`src/rtl/phoneme_player_pkg.sv`:
```
// phoneme_player_pkg
// Shared definitions for the phoneme player slice.
//   state_t            : playback FSM states
//   ADDR_W_DEFAULT     : default word-address width of the sample memory
//   NUM_PHONEMES_DEFAULT : default count of valid phoneme codes
//   CODE_W             : phoneme code width
//   TABLE_ADDR_W       : width of one address stored in the phoneme table
//   TABLE_ENTRY_W      : width of one {start_addr, end_addr} table entry
//   sample_byte()      : selects one 8-bit sample out of a 32-bit memory word
package phoneme_player_pkg;

  localparam int ADDR_W_DEFAULT       = 23;
  localparam int NUM_PHONEMES_DEFAULT = 64;
  localparam int CODE_W               = 8;
  localparam int TABLE_ADDR_W         = 16;
  localparam int TABLE_ENTRY_W        = 2 * TABLE_ADDR_W;

  typedef enum logic [2:0] {
    IDLE,
    LOOKUP,
    FETCH,
    WAIT_DATA,
    PLAY,
    DONE
  } state_t;

  // Byte 0 sits in the least significant bits and is played first.
  function automatic logic [7:0] sample_byte(input logic [31:0] word, input logic [1:0] idx);
    return word[idx*8 +: 8];
  endfunction

endpackage

```
`src/rtl/phoneme_player_addr_table.sv`:
```
// phoneme_addr_table
// Constant lookup from an 8-bit phoneme code to the inclusive word range
// holding that phoneme's samples.
//   code       : phoneme code
//   start_addr : first word address of the phoneme
//   end_addr   : last word address of the phoneme (inclusive)
module phoneme_addr_table
  import phoneme_player_pkg::*;
#(
  parameter int ADDR_W = ADDR_W_DEFAULT
) (
  input  logic [CODE_W-1:0] code,
  output logic [ADDR_W-1:0] start_addr,
  output logic [ADDR_W-1:0] end_addr
);

  logic [TABLE_ENTRY_W-1:0] entry;

  // Codes without an explicit entry map to a one-word phoneme at 0x40<code>.
  // Code 7 is deliberately stored with start > end, marking an empty phoneme.
  always_comb begin
    entry = {8'h40, code, 8'h40, code};
    case (code)
      8'd0:    entry = {16'h0000, 16'h0000};
      8'd1:    entry = {16'h0010, 16'h0012};
      8'd5:    entry = {16'h0100, 16'h0101};
      8'd7:    entry = {16'h0200, 16'h01FF};
      default: entry = {8'h40, code, 8'h40, code};
    endcase
  end

  assign start_addr = ADDR_W'(entry[TABLE_ENTRY_W-1 -: TABLE_ADDR_W]);
  assign end_addr   = ADDR_W'(entry[TABLE_ADDR_W-1:0]);

endmodule

```
`src/rtl/phoneme_player.sv`:
```
// phoneme_player
// Plays one phoneme: looks up its word range, reads each 32-bit word from
// the sample memory and emits its four signed bytes on successive audio ticks.
//   clk, reset            : clock and synchronous active-high reset
//   phoneme_selection     : phoneme code from the controller
//   fsm_start_signal      : level request, rising edge starts playback
//   sample_tick           : audio-rate enable
//   mem_addr, mem_read    : read request to sample memory (held until accepted)
//   mem_waitrequest       : memory stall
//   mem_readdatavalid, mem_readdata : read response
//   audio_out, audio_valid: current sample and its one-cycle update pulse
//   fsm_finish_signal     : playback complete, held until start drops
module phoneme_player
  import phoneme_player_pkg::*;
#(
  parameter int ADDR_W       = ADDR_W_DEFAULT,
  parameter int NUM_PHONEMES = NUM_PHONEMES_DEFAULT
) (
  input  logic              clk,
  input  logic              reset,
  input  logic [7:0]        phoneme_selection,
  input  logic              fsm_start_signal,
  input  logic              sample_tick,
  output logic [ADDR_W-1:0] mem_addr,
  output logic              mem_read,
  input  logic              mem_waitrequest,
  input  logic              mem_readdatavalid,
  input  logic [31:0]       mem_readdata,
  output logic [7:0]        audio_out,
  output logic              audio_valid,
  output logic              fsm_finish_signal
);

  state_t            state;
  logic              start_q;
  logic              start_edge;
  logic [7:0]        code;
  logic [ADDR_W-1:0] cur_addr;
  logic [ADDR_W-1:0] end_addr;
  logic [ADDR_W-1:0] tbl_start;
  logic [ADDR_W-1:0] tbl_end;
  logic [31:0]       word;
  logic [1:0]        byte_idx;
  logic              code_invalid;

  phoneme_addr_table #(.ADDR_W(ADDR_W)) u_table (
    .code       (code),
    .start_addr (tbl_start),
    .end_addr   (tbl_end)
  );

  assign code_invalid = ({24'd0, code} >= 32'(NUM_PHONEMES));

  // Registered rising-edge detect on the start request. Reset primes the
  // history bit high so a request already high at reset release must drop
  // and rise again before it counts.
  always_ff @(posedge clk) begin
    if (reset) begin
      start_q    <= 1'b1;
      start_edge <= 1'b0;
    end else begin
      start_q    <= fsm_start_signal;
      start_edge <= fsm_start_signal & ~start_q;
    end
  end

  // Playback FSM with all outputs registered. Memory responses and ticks
  // outside the states that expect them fall through untouched.
  always_ff @(posedge clk) begin
    if (reset) begin
      state             <= IDLE;
      mem_read          <= 1'b0;
      mem_addr          <= '0;
      audio_out         <= '0;
      audio_valid       <= 1'b0;
      fsm_finish_signal <= 1'b0;
      byte_idx          <= '0;
      code              <= '0;
      cur_addr          <= '0;
      end_addr          <= '0;
      word              <= '0;
    end else begin
      audio_valid <= 1'b0;
      case (state)
        IDLE: begin
          if (start_edge) begin
            code  <= phoneme_selection;
            state <= LOOKUP;
          end
        end
        LOOKUP: begin
          cur_addr <= tbl_start;
          end_addr <= tbl_end;
          if (code_invalid || (tbl_start > tbl_end)) begin
            fsm_finish_signal <= 1'b1;
            state             <= DONE;
          end else begin
            mem_addr <= tbl_start;
            mem_read <= 1'b1;
            state    <= FETCH;
          end
        end
        FETCH: begin
          if (!mem_waitrequest) begin
            mem_read <= 1'b0;
            state    <= WAIT_DATA;
          end
        end
        WAIT_DATA: begin
          if (mem_readdatavalid) begin
            word     <= mem_readdata;
            byte_idx <= '0;
            state    <= PLAY;
          end
        end
        PLAY: begin
          if (sample_tick) begin
            audio_out   <= sample_byte(word, byte_idx);
            audio_valid <= 1'b1;
            byte_idx    <= byte_idx + 2'd1;
            // end_addr is inclusive, so the range ends only after the
            // last byte of the word at end_addr has been played.
            if (byte_idx == 2'd3) begin
              if (cur_addr == end_addr) begin
                fsm_finish_signal <= 1'b1;
                state             <= DONE;
              end else begin
                cur_addr <= cur_addr + 1'b1;
                mem_addr <= cur_addr + 1'b1;
                mem_read <= 1'b1;
                state    <= FETCH;
              end
            end
          end
        end
        DONE: begin
          if (!fsm_start_signal) begin
            fsm_finish_signal <= 1'b0;
            state             <= IDLE;
          end
        end
        default: state <= IDLE;
      endcase
    end
  end

endmodule

```
`config.mk`:
```
export PLATFORM = sky130hd
export DESIGN_NAME = phoneme_player
export DESIGN_NICKNAME = d
export VERILOG_FILES = /design/src/rtl/phoneme_player_pkg.sv /design/src/rtl/phoneme_player_addr_table.sv /design/src/rtl/phoneme_player.sv
export SDC_FILE = /design/constraint.sdc
export NUM_CORES = 1
export LEC_CHECK = 0
export ABC_AREA = 0
export CAP_MARGIN = 20
export CORE_MARGIN = 3
export CORE_UTILIZATION = 45
export CTS_CLUSTER_DIAMETER = 100
export CTS_CLUSTER_SIZE = 25
export DETAILED_ROUTE_END_ITERATION = 7
export HOLD_SLACK_MARGIN = 0.15
export PLACE_DENSITY = 0.73
export SKIP_LAST_GASP = 1
export SLEW_MARGIN = 20
export SYNTH_ARGS = -nofsm -noshare
export SYNTH_HDL_FRONTEND = slang
export SYNTH_SLANG_ARGS = --single-unit
```
`constraint.sdc`:
```
create_clock -name clk -period 5 [get_ports clk]
set_clock_uncertainty 0.05 [all_clocks]
set_input_delay 1.5 -clock clk [delete_from_list [all_inputs] [get_ports clk]]
set_output_delay 1.5 -clock clk [all_outputs]
set_load 0.02 [all_outputs]
```
Word-level counts from Yosys, hierarchy flattened:

Cells that the tools add are included.

* register bits: 120
* output and inout port bits: 34
* logic and storage cells: 90

* $add $sub $neg: 2
* $lt $le $gt $ge: 2
* eq/ne operators: 20
* shift operators: 1
* mux-type cells: 32
* bitwise gates (word level): 3
* reductions and logical operators: 17

Operator list (count)
* $pmux 31 s4: 1
* $mux 23: 4
* $pmux 23 s2: 2
* $shiftx 32x6->8: 1
* $mux 3: 8
* $add 23x1->23 const B: 1
* $eq 23x16->1: 1
* $ne 2x2->1 const B: 10
* $pmux 3 s6: 1
* $reduce_and 6->1: 3
* $eq 8x3->1 const B: 2
* $gt 16x16->1: 1
* $mux 1: 11
* $eq 8x1->1 const B: 1
* $ge 8x7->1 const B: 1
* $logic_not 8->1: 1
* $eq 3x2->1 const B: 2
* $eq 3x3->1 const B: 2
* $pmux 1 s3: 2
* $reduce_and 2->1: 3
* $reduce_bool 3->1: 2
* $reduce_and 5->1: 1
* $mux 2: 2
* $pmux 2 s2: 1
* other kinds (11): 13

Depth between registers and ports, before layout:

Gate-level depths: netlist of the first run.

* word-level depth: 6
* gate-level depth with buffers: 12

By module:

A second synthesis of the first run with hierarchy kept.

* cells, all modules: 869
* area total of the unflattened synthesis: 6871.6 µm²

Modules (own cells, without submodules)
* phoneme_player: times used 1, cells an instance 807, area an instance 6416.2 µm², seq. area each 2542.4 µm²
* phoneme_addr_table: times used 1, cells an instance 62, area an instance 455.4 µm², seq. area each 0.0 µm²

Worst setup path before layout of the first run:

No wires, ideal clock.

* path kind: input-to-reg
* start: in sample_tick
* end: reg mem_addr[0]
* setup time: 0.122 ns
* data arrival time: 2.858 ns
* path slack: 1.970 ns
* cell stages on the path: 7
* path buffers: 1
* cells stage by stage: nand2_1 > or3_1 > a21o_1 > o21ba_1 > buf_6 > nand2_2 > o311a_1

* cells in the longest elaborated chain, start to end: 2

Ends and longest elaborated chain
* start, declared: RTL line phoneme_player.sv:23 `input logic sample_tick,`
* $ne 2x2->1 (no line)
* $reduce_and 5->1 (no line)
* end signal, assigned: RTL line phoneme_player.sv:98 `mem_addr <= tbl_start;`
* end signal, assigned: RTL line phoneme_player.sv:129 `mem_addr <= cur_addr + 1'b1;`
* end, declared: RTL line phoneme_player.sv:24 `output logic [ADDR_W-1:0] mem_addr,`

No other way between the ends.
A chain may end at the register's enable or synchronous reset.

Worst setup path after layout of the first run:

* start: in sample_tick
* end: reg cur_addr[1]

* cells in the longest elaborated chain, start to end: 2

Ends and longest elaborated chain
* $ne 2x2->1 (no line)
* $reduce_and 4->1 (no line)
* end signal, assigned: RTL line phoneme_player.sv:92 `cur_addr <= tbl_start;`
* end signal, assigned: RTL line phoneme_player.sv:128 `cur_addr <= cur_addr + 1'b1;`
* end, declared: RTL line phoneme_player.sv:38 `logic [ADDR_W-1:0] cur_addr;`

No other way between the ends.

==> impl_metrics.env, run 1 <==
export IMPL_clock_latency_ns=0.41
export IMPL_drtIter0Drc=417
export IMPL_worst_slack_ns=1.474
export IMPL_synth_area_per_cell_um2=8.296
export IMPL_dr_pass1_iters=5
export IMPL_tightestPinTransition_ns=1.043
export IMPL_cp_start_kind="input pin"
export IMPL_path_max_fanout=34
export IMPL_wl_um=14140
export IMPL_crit_type="in2reg"
export IMPL_cp_end_kind="flop"
export IMPL_internal_power_mw=1.876
export IMPL_yosysTopAreaCellShare_pct=42.92
export IMPL_maxCapViolations=0
export IMPL_peakVddDrop_mv=0.3475
export IMPL_cts_inserted_buffers=17
export IMPL_grt_max_degree=100
export IMPL_p_leak_nw=2.232
export IMPL_finalHoldViolCount=0
export IMPL_cts_repair_resized=0
export IMPL_p_comb_share_pct=9.8
export IMPL_seqCellArea_um2=2282
export IMPL_cts_tree="yes"
export IMPL_drv_slew=0
export IMPL_dpl_worst_slack_ns=1.120
export IMPL_antenna_diode_count=0
export IMPL_path_cells="clkdlybuf4s50_1, nand2_1, or3_1, a21o_1, o21ba_1, buf_4, nor2_1, a211oi_1"
export IMPL_layout_nets=748
export IMPL_initial_core_util_pct=46.37
export IMPL_cp_arrival_ns=3.77
export IMPL_clock_sinks=114
export IMPL_vias=4863
export IMPL_synth_cell_type_count=59
export IMPL_yosys_warnings=0
export IMPL_synth_edf_count=0
export IMPL_met2_usage_pct=35.66
export IMPL_clockPowerShare_pct=50.9
export IMPL_max_slew_margin_rel_pct=30.44
export IMPL_synthTopCellsByArea="dfxtp_1, nand2_1, a21oi_1, mux4_2, xnor2_1"
export IMPL_dp_cells=822
export IMPL_route_detailed_drc=0
export IMPL_grt_busiest_layer="met2"
export IMPL_clk_path_buf_depth=2
export IMPL_cp_required_ns=5.25
export IMPL_power_density_nw_per_um2=366.5
export IMPL_htreeDepth=4
export IMPL_met3_usage_pct=5.127
export IMPL_switching_power_mw=0.5803
export IMPL_rsz0062_at_grt="false"
export IMPL_setup_viol=0
export IMPL_ant_nets=0
export IMPL_seqPwrFrac_pct=39.3
export IMPL_core_area_um2=11470
export IMPL_multiInputGateArea_um2=2775
export IMPL_antenna_found_initial=0
export IMPL_grt_util_met1_pct=29.51
export IMPL_cts_setup_buffers=0
export IMPL_clock_root_buffer="clkbuf_16"
export IMPL_netlist_instances=641
export IMPL_first_global_vias=4640
export IMPL_place_congestion=0.9096
export IMPL_gr_total_overflow=0
export IMPL_period_needed_ns=3.527
export IMPL_hpwl_um=9551
export IMPL_cts_hold_buffers_added=0
export IMPL_fillCellCount=1026
export IMPL_synthArstFlopShare_pct=0
export IMPL_drive_gt1_share_pct=9.437
export IMPL_ff2ff_setup_slack_ns=1.78
export IMPL_yosysSeqAreaShare_pct=42.92
export IMPL_switching_share_pct=23.62
export IMPL_dieHeight_um=114.7
export IMPL_fin_setup_tns_ns=0
export IMPL_slowest_stage="clkdlybuf4s50_1"
export IMPL_synthesis_area_um2=5318
export IMPL_dieArea_um2=13160
export IMPL_area_growth_pct=26.07
export IMPL_avgRoutedWirePerCell_um=16.58
export IMPL_synth_top_area_cell="dfxtp_1"
export IMPL_status="complete, no violations"
export IMPL_synth_nets=691
export IMPL_cpPeakStageDelay_ns=0.53
export IMPL_finalNonFillerCells=853
export IMPL_worstHoldPathType="reg2reg"
export IMPL_port_buffers=79
export IMPL_chipWidth_um=114.7
export IMPL_vias_per_cell=5.701
export IMPL_fmax_mhz=283.6
export IMPL_clk_pin_slew_ns=0.05
export IMPL_fin_crit_sh_pct=70.53
export IMPL_synth_seq_cells=114
export IMPL_rows=39
export IMPL_track_usage_pct=22.11
export IMPL_io_pins=80
export IMPL_ys_flop_type="dfxtp_1"
export IMPL_grt_pass1_wl_um=23160
==> critical path, delay by kind of cell <==
family / cells / cell delay [ns]
buf+inv: 2 / 0.92
simple gates: 3 / 0.57
compound gates: 3 / 0.78
==> registers in the layout (all words and copies together) (netlist names) <==
signal             cells
audio_out              8
audio_valid            1
byte_idx               2
code                   8
cur_addr              23
end_addr              10
fsm_finish_signal      1
mem_addr              23
mem_read               1
start_edge             1
start_q                1
state                  3
word                  32
==> power groups by stage <==
stage | combinational (mW) | clock, mW | sequential [mW]
detailed placement | 0.238 | 0 | 0.982
global route | 0.263 | 1.31 | 0.967
CTS | 0.240 | 1.26 | 0.963
finish | 0.242 | 1.25 | 0.965
floorplan | 0.165 | 0 | 0.977
global placement | 0.233 | 0 | 0.981
==> routing by layer <==
metal  wire, µm  share of wire [%]  vias to the layer above
met4        158                1.1                        0
met2       6769                 48                      150
met5          0                  0                        -
met3        800                5.7                       18
li1           -                  -                     2366
met1       6414                 45                     2329
==> cell type report <==
type                    count  area share, %
flip-flops and latches    114          34.04
well taps                 143          2.669
repair buffers             85          12.39
multi-input cells         472          41.40
inverters                   8         0.4479
clock inverters            12          2.445
clock buffers              19          6.607
==> Yosys cell counts, types with 6 or more instances <==
library cell / count
dfxtp_1: 114
mux4_2: 8
o21ai_0: 27
buf_2: 9
mux2i_1: 8
nand3_1: 25
a211oi_1: 8
a21oi_1: 86
nand4_1: 8
nor3_1: 7
clkbuf_1: 27
inv_1: 6
xnor2_1: 19
a31o_2: 6
nor2_1: 38
nand2_1: 131
xor2_1: 11
==> through the flow <==
step / power (mW) / util (%) / hold slack, ns / instance area, µm²
2_1_floorplan: 1.142 / - / 0.3221 / 5318
3_3_place_gp: 1.214 / 53.17 / 0.3270 / 6097
3_5_place_dp: 1.220 / 53.17 / 0.3267 / 6097
4_1_cts: 2.466 / 58.46 / 0.3365 / 6704
5_1_grt: 2.539 / 58.46 / 0.3498 / 6704
6_report: 2.457 / 58.46 / 0.3344 / 6704
==> cell usage in the layout, fill, tap and decap left out, drive strengths merged, types with 6 or more instances in the layout <==
master / instances
clkinv: 10
xnor2: 19
nor2: 39
clkbuf: 19
mux4: 8
nor3: 8
a211oi: 8
a21oi: 86
buf: 7
nand2: 132
dfxtp: 114
mux2i: 8
nor4: 6
xor2: 11
nand3: 25
clkdlybuf4s50: 78
a31o: 6
o21ai: 27
nand4: 8
inv: 6
==> cell families after synthesis <==
group / synth area share [%]
AO/OA/AOI/OAI: 19.29
XOR/XNOR: 4.941
adder cells (fa/ha/maj): 0.9412
buffers and inverters: 4.894
flip-flops: 42.92
multiplexers: 4.894
AND/OR/NAND/NOR: 22.12
==> worst paths after layout <==
kind	start	to	cells after the start
max	sample_tick	cur_addr[1]	8
min	start_q	start_edge	1
max reg2reg	code[3]	mem_addr[0]	8
min reg2reg	start_q	start_edge	1
No activity file was read; power rests on OpenSTA's default activity.
==> run 2: changes to the inputs <==
- clock period: 5 -> 3.5 ns (I/O delays scaled with it)
==> run 2 against run 1 <==
Against the previous run: global-route usage is 0.71 points lower; register-to-register slack worse by 1.6 ns; clock power is 44% higher; via count rose by 0.43%; power rose by 44%.
==> impl_metrics.env, run 2 (synthesis results as in run 1) <==
export IMPL_wl_um=13970
export IMPL_hpwl_um=9566
export IMPL_top_register="word"
export IMPL_cp_required_ns=3.75
export IMPL_initial_core_util_pct=46.37
export IMPL_hp_start="start_q"
export IMPL_fin_crit_sh_pct=93.95
export IMPL_cp_start_kind="flop"
export IMPL_hold_slack_ns=0.3321
export IMPL_path_cells="or4b_1, o41ai_1, ha_1, a21oi_1, a31o_2, a31o_2, nand2_2, o311a_1"
export IMPL_tightestPinTransition_ns=0.7823
export IMPL_clock_root_buffer="clkbuf_16"
export IMPL_cts_tree="yes"
export IMPL_grt_pass1_wl_um=22510
export IMPL_path_max_fanout=16
export IMPL_ff2ff_setup_slack_ns=0.21
export IMPL_cts_hold_buffers_added=0
export IMPL_finalHoldViolCount=0
export IMPL_antenna_diode_count=0
export IMPL_fillCellCount=997
export IMPL_area_growth_pct=27.46
export IMPL_route_met3_wl_um=947
export IMPL_final_common_cell="nand2_1"
export IMPL_dieArea_um2=13160
export IMPL_max_slew_margin_rel_pct=47.72
export IMPL_ant_nets=0
export IMPL_place_congestion=0.8982
export IMPL_route_detailed_drc=0
export IMPL_clk_pin_slew_ns=0.05
export IMPL_r2r_end="mem_addr[0]"
export IMPL_p_leak_nw=2.254
export IMPL_port_buffers=79
export IMPL_cp_end_kind="flop"
export IMPL_htreeDepth=4
export IMPL_cts_setup_buffers=0
export IMPL_clock_sinks=114
export IMPL_largest_reg_flops=32
export IMPL_period_needed_ns=3.288
export IMPL_m1WireLength_um=6223
export IMPL_setup_viol=0
export IMPL_core_area_um2=11470
export IMPL_first_global_vias=4568
export IMPL_rr_startpoint="code[0]"
export IMPL_routed_top_layer="met4"
export IMPL_rsz0062_at_grt="false"
export IMPL_worstSetupEndpoint="mem_addr[0]"
export IMPL_cpPeakStageDelay_ns=0.53
export IMPL_chipWidth_um=114.7
export IMPL_clock_latency_ns=0.41
export IMPL_worstHoldPathType="reg2reg"
export IMPL_maxCapViolations=0
export IMPL_slowest_stage="o41ai_1"
export IMPL_vias=4884
export IMPL_top_regs="word x32, cur_addr x23, mem_addr x23"
export IMPL_cts_repair_resized=0
export IMPL_critPathBufInv=0
export IMPL_cp_depth=8
export IMPL_gr_total_overflow=0
export IMPL_clk_path_buf_depth=2
export IMPL_startpoint="code[0]"
export IMPL_cp_arrival_ns=3.53
export IMPL_fin_setup_tns_ns=0
export IMPL_io_pins=80
export IMPL_track_usage_pct=21.40
export IMPL_grt_max_degree=100
export IMPL_vias_per_cell=5.692
export IMPL_ff2ff_path_depth=8
export IMPL_drive_gt1_share_pct=9.930
export IMPL_dieHeight_um=114.7
export IMPL_peakVddDrop_mv=0.5416
export IMPL_crit_family="compound AO/OA/AOI/OAI gates"
export IMPL_final_cell_mix="nand2_1, dfxtp_1, a21oi_1"
export IMPL_dr_pass1_iters=5
export IMPL_cts_inserted_buffers=17
export IMPL_avgRoutedWirePerCell_um=16.29
export IMPL_layout_nets=753
export IMPL_wl_met2_um=6583
export IMPL_drtIter0Drc=372
export IMPL_power_density_nw_per_um2=520.9
export IMPL_critPathMostFrequentCell="a31o_2"
export IMPL_rows=39
export IMPL_drv_slew=0
export IMPL_crit_type="reg2reg"
export IMPL_fmax_mhz=304.1
export IMPL_status="complete, no violations"
export IMPL_antenna_found_initial=0
-- run 2: worst min-delay path by stage --
| stage | slack, ns | cells after the start | to |
|---|---|---|---|
| 2_1_floorplan | 0.32 | 1 | start_edge |
| 3_3_place_gp | 0.33 | 1 | start_edge |
| 3_5_place_dp | 0.33 | 1 | start_edge |
| 4_1_cts | 0.33 | 1 | start_edge |
| 5_1_grt | 0.35 | 1 | start_edge |
| 6_report | 0.33 | 1 | start_edge |
-- run 2: final cells by class --
| cell class | instances | area, µm² | share of cell area [%] |
|---|---|---|---|
| inverter | 8 | 30.03 | 0.4430 |
| sequential | 114 | 2282 | 33.67 |
| multi-input combinational | 472 | 2775 | 40.95 |
| clock inverter | 10 | 157.7 | 2.326 |
| clock buffer | 21 | 460.4 | 6.793 |
| timing repair buffer | 90 | 893.4 | 13.18 |
| tap | 143 | 178.9 | 2.640 |
-- run 2: report_power, final --
| group | internal [mW] | switching (mW) | total (mW) | leakage, nW |
|---|---|---|---|---|
| clock network | 1.22 | 0.585 | 1.80 | 0.295 |
| registers | 1.34 | 0.0399 | 1.38 | 0.920 |
| logic | 0.157 | 0.194 | 0.351 | 1.04 |
| total | 2.71 | 0.818 | 3.53 | 2.25 |
-- run 2: metal layers --
layer  global-route usage, %  vias up
met5                       0        -
met4                   6.338        0
met3                   5.973       24
met2                   34.38      197
met1                   28.25     2278
li1                        -     2385
-- run 2: through the flow --
stage / util, % / setup WS [ns] / total power, mW / std cells / instance area [µm²]
floorplan: - / 0.8956 / 1.631 / 641 / 5318
global placement: 53.72 / 0.2422 / 1.742 / 827 / 6160
detailed placement: 53.72 / 0.1656 / 1.751 / 827 / 6160
CTS: 59.11 / 0.2668 / 3.554 / 858 / 6778
global route: 59.11 / 0.09547 / 3.654 / 858 / 6778
finish: 59.11 / 0.2117 / 3.530 / 858 / 6778
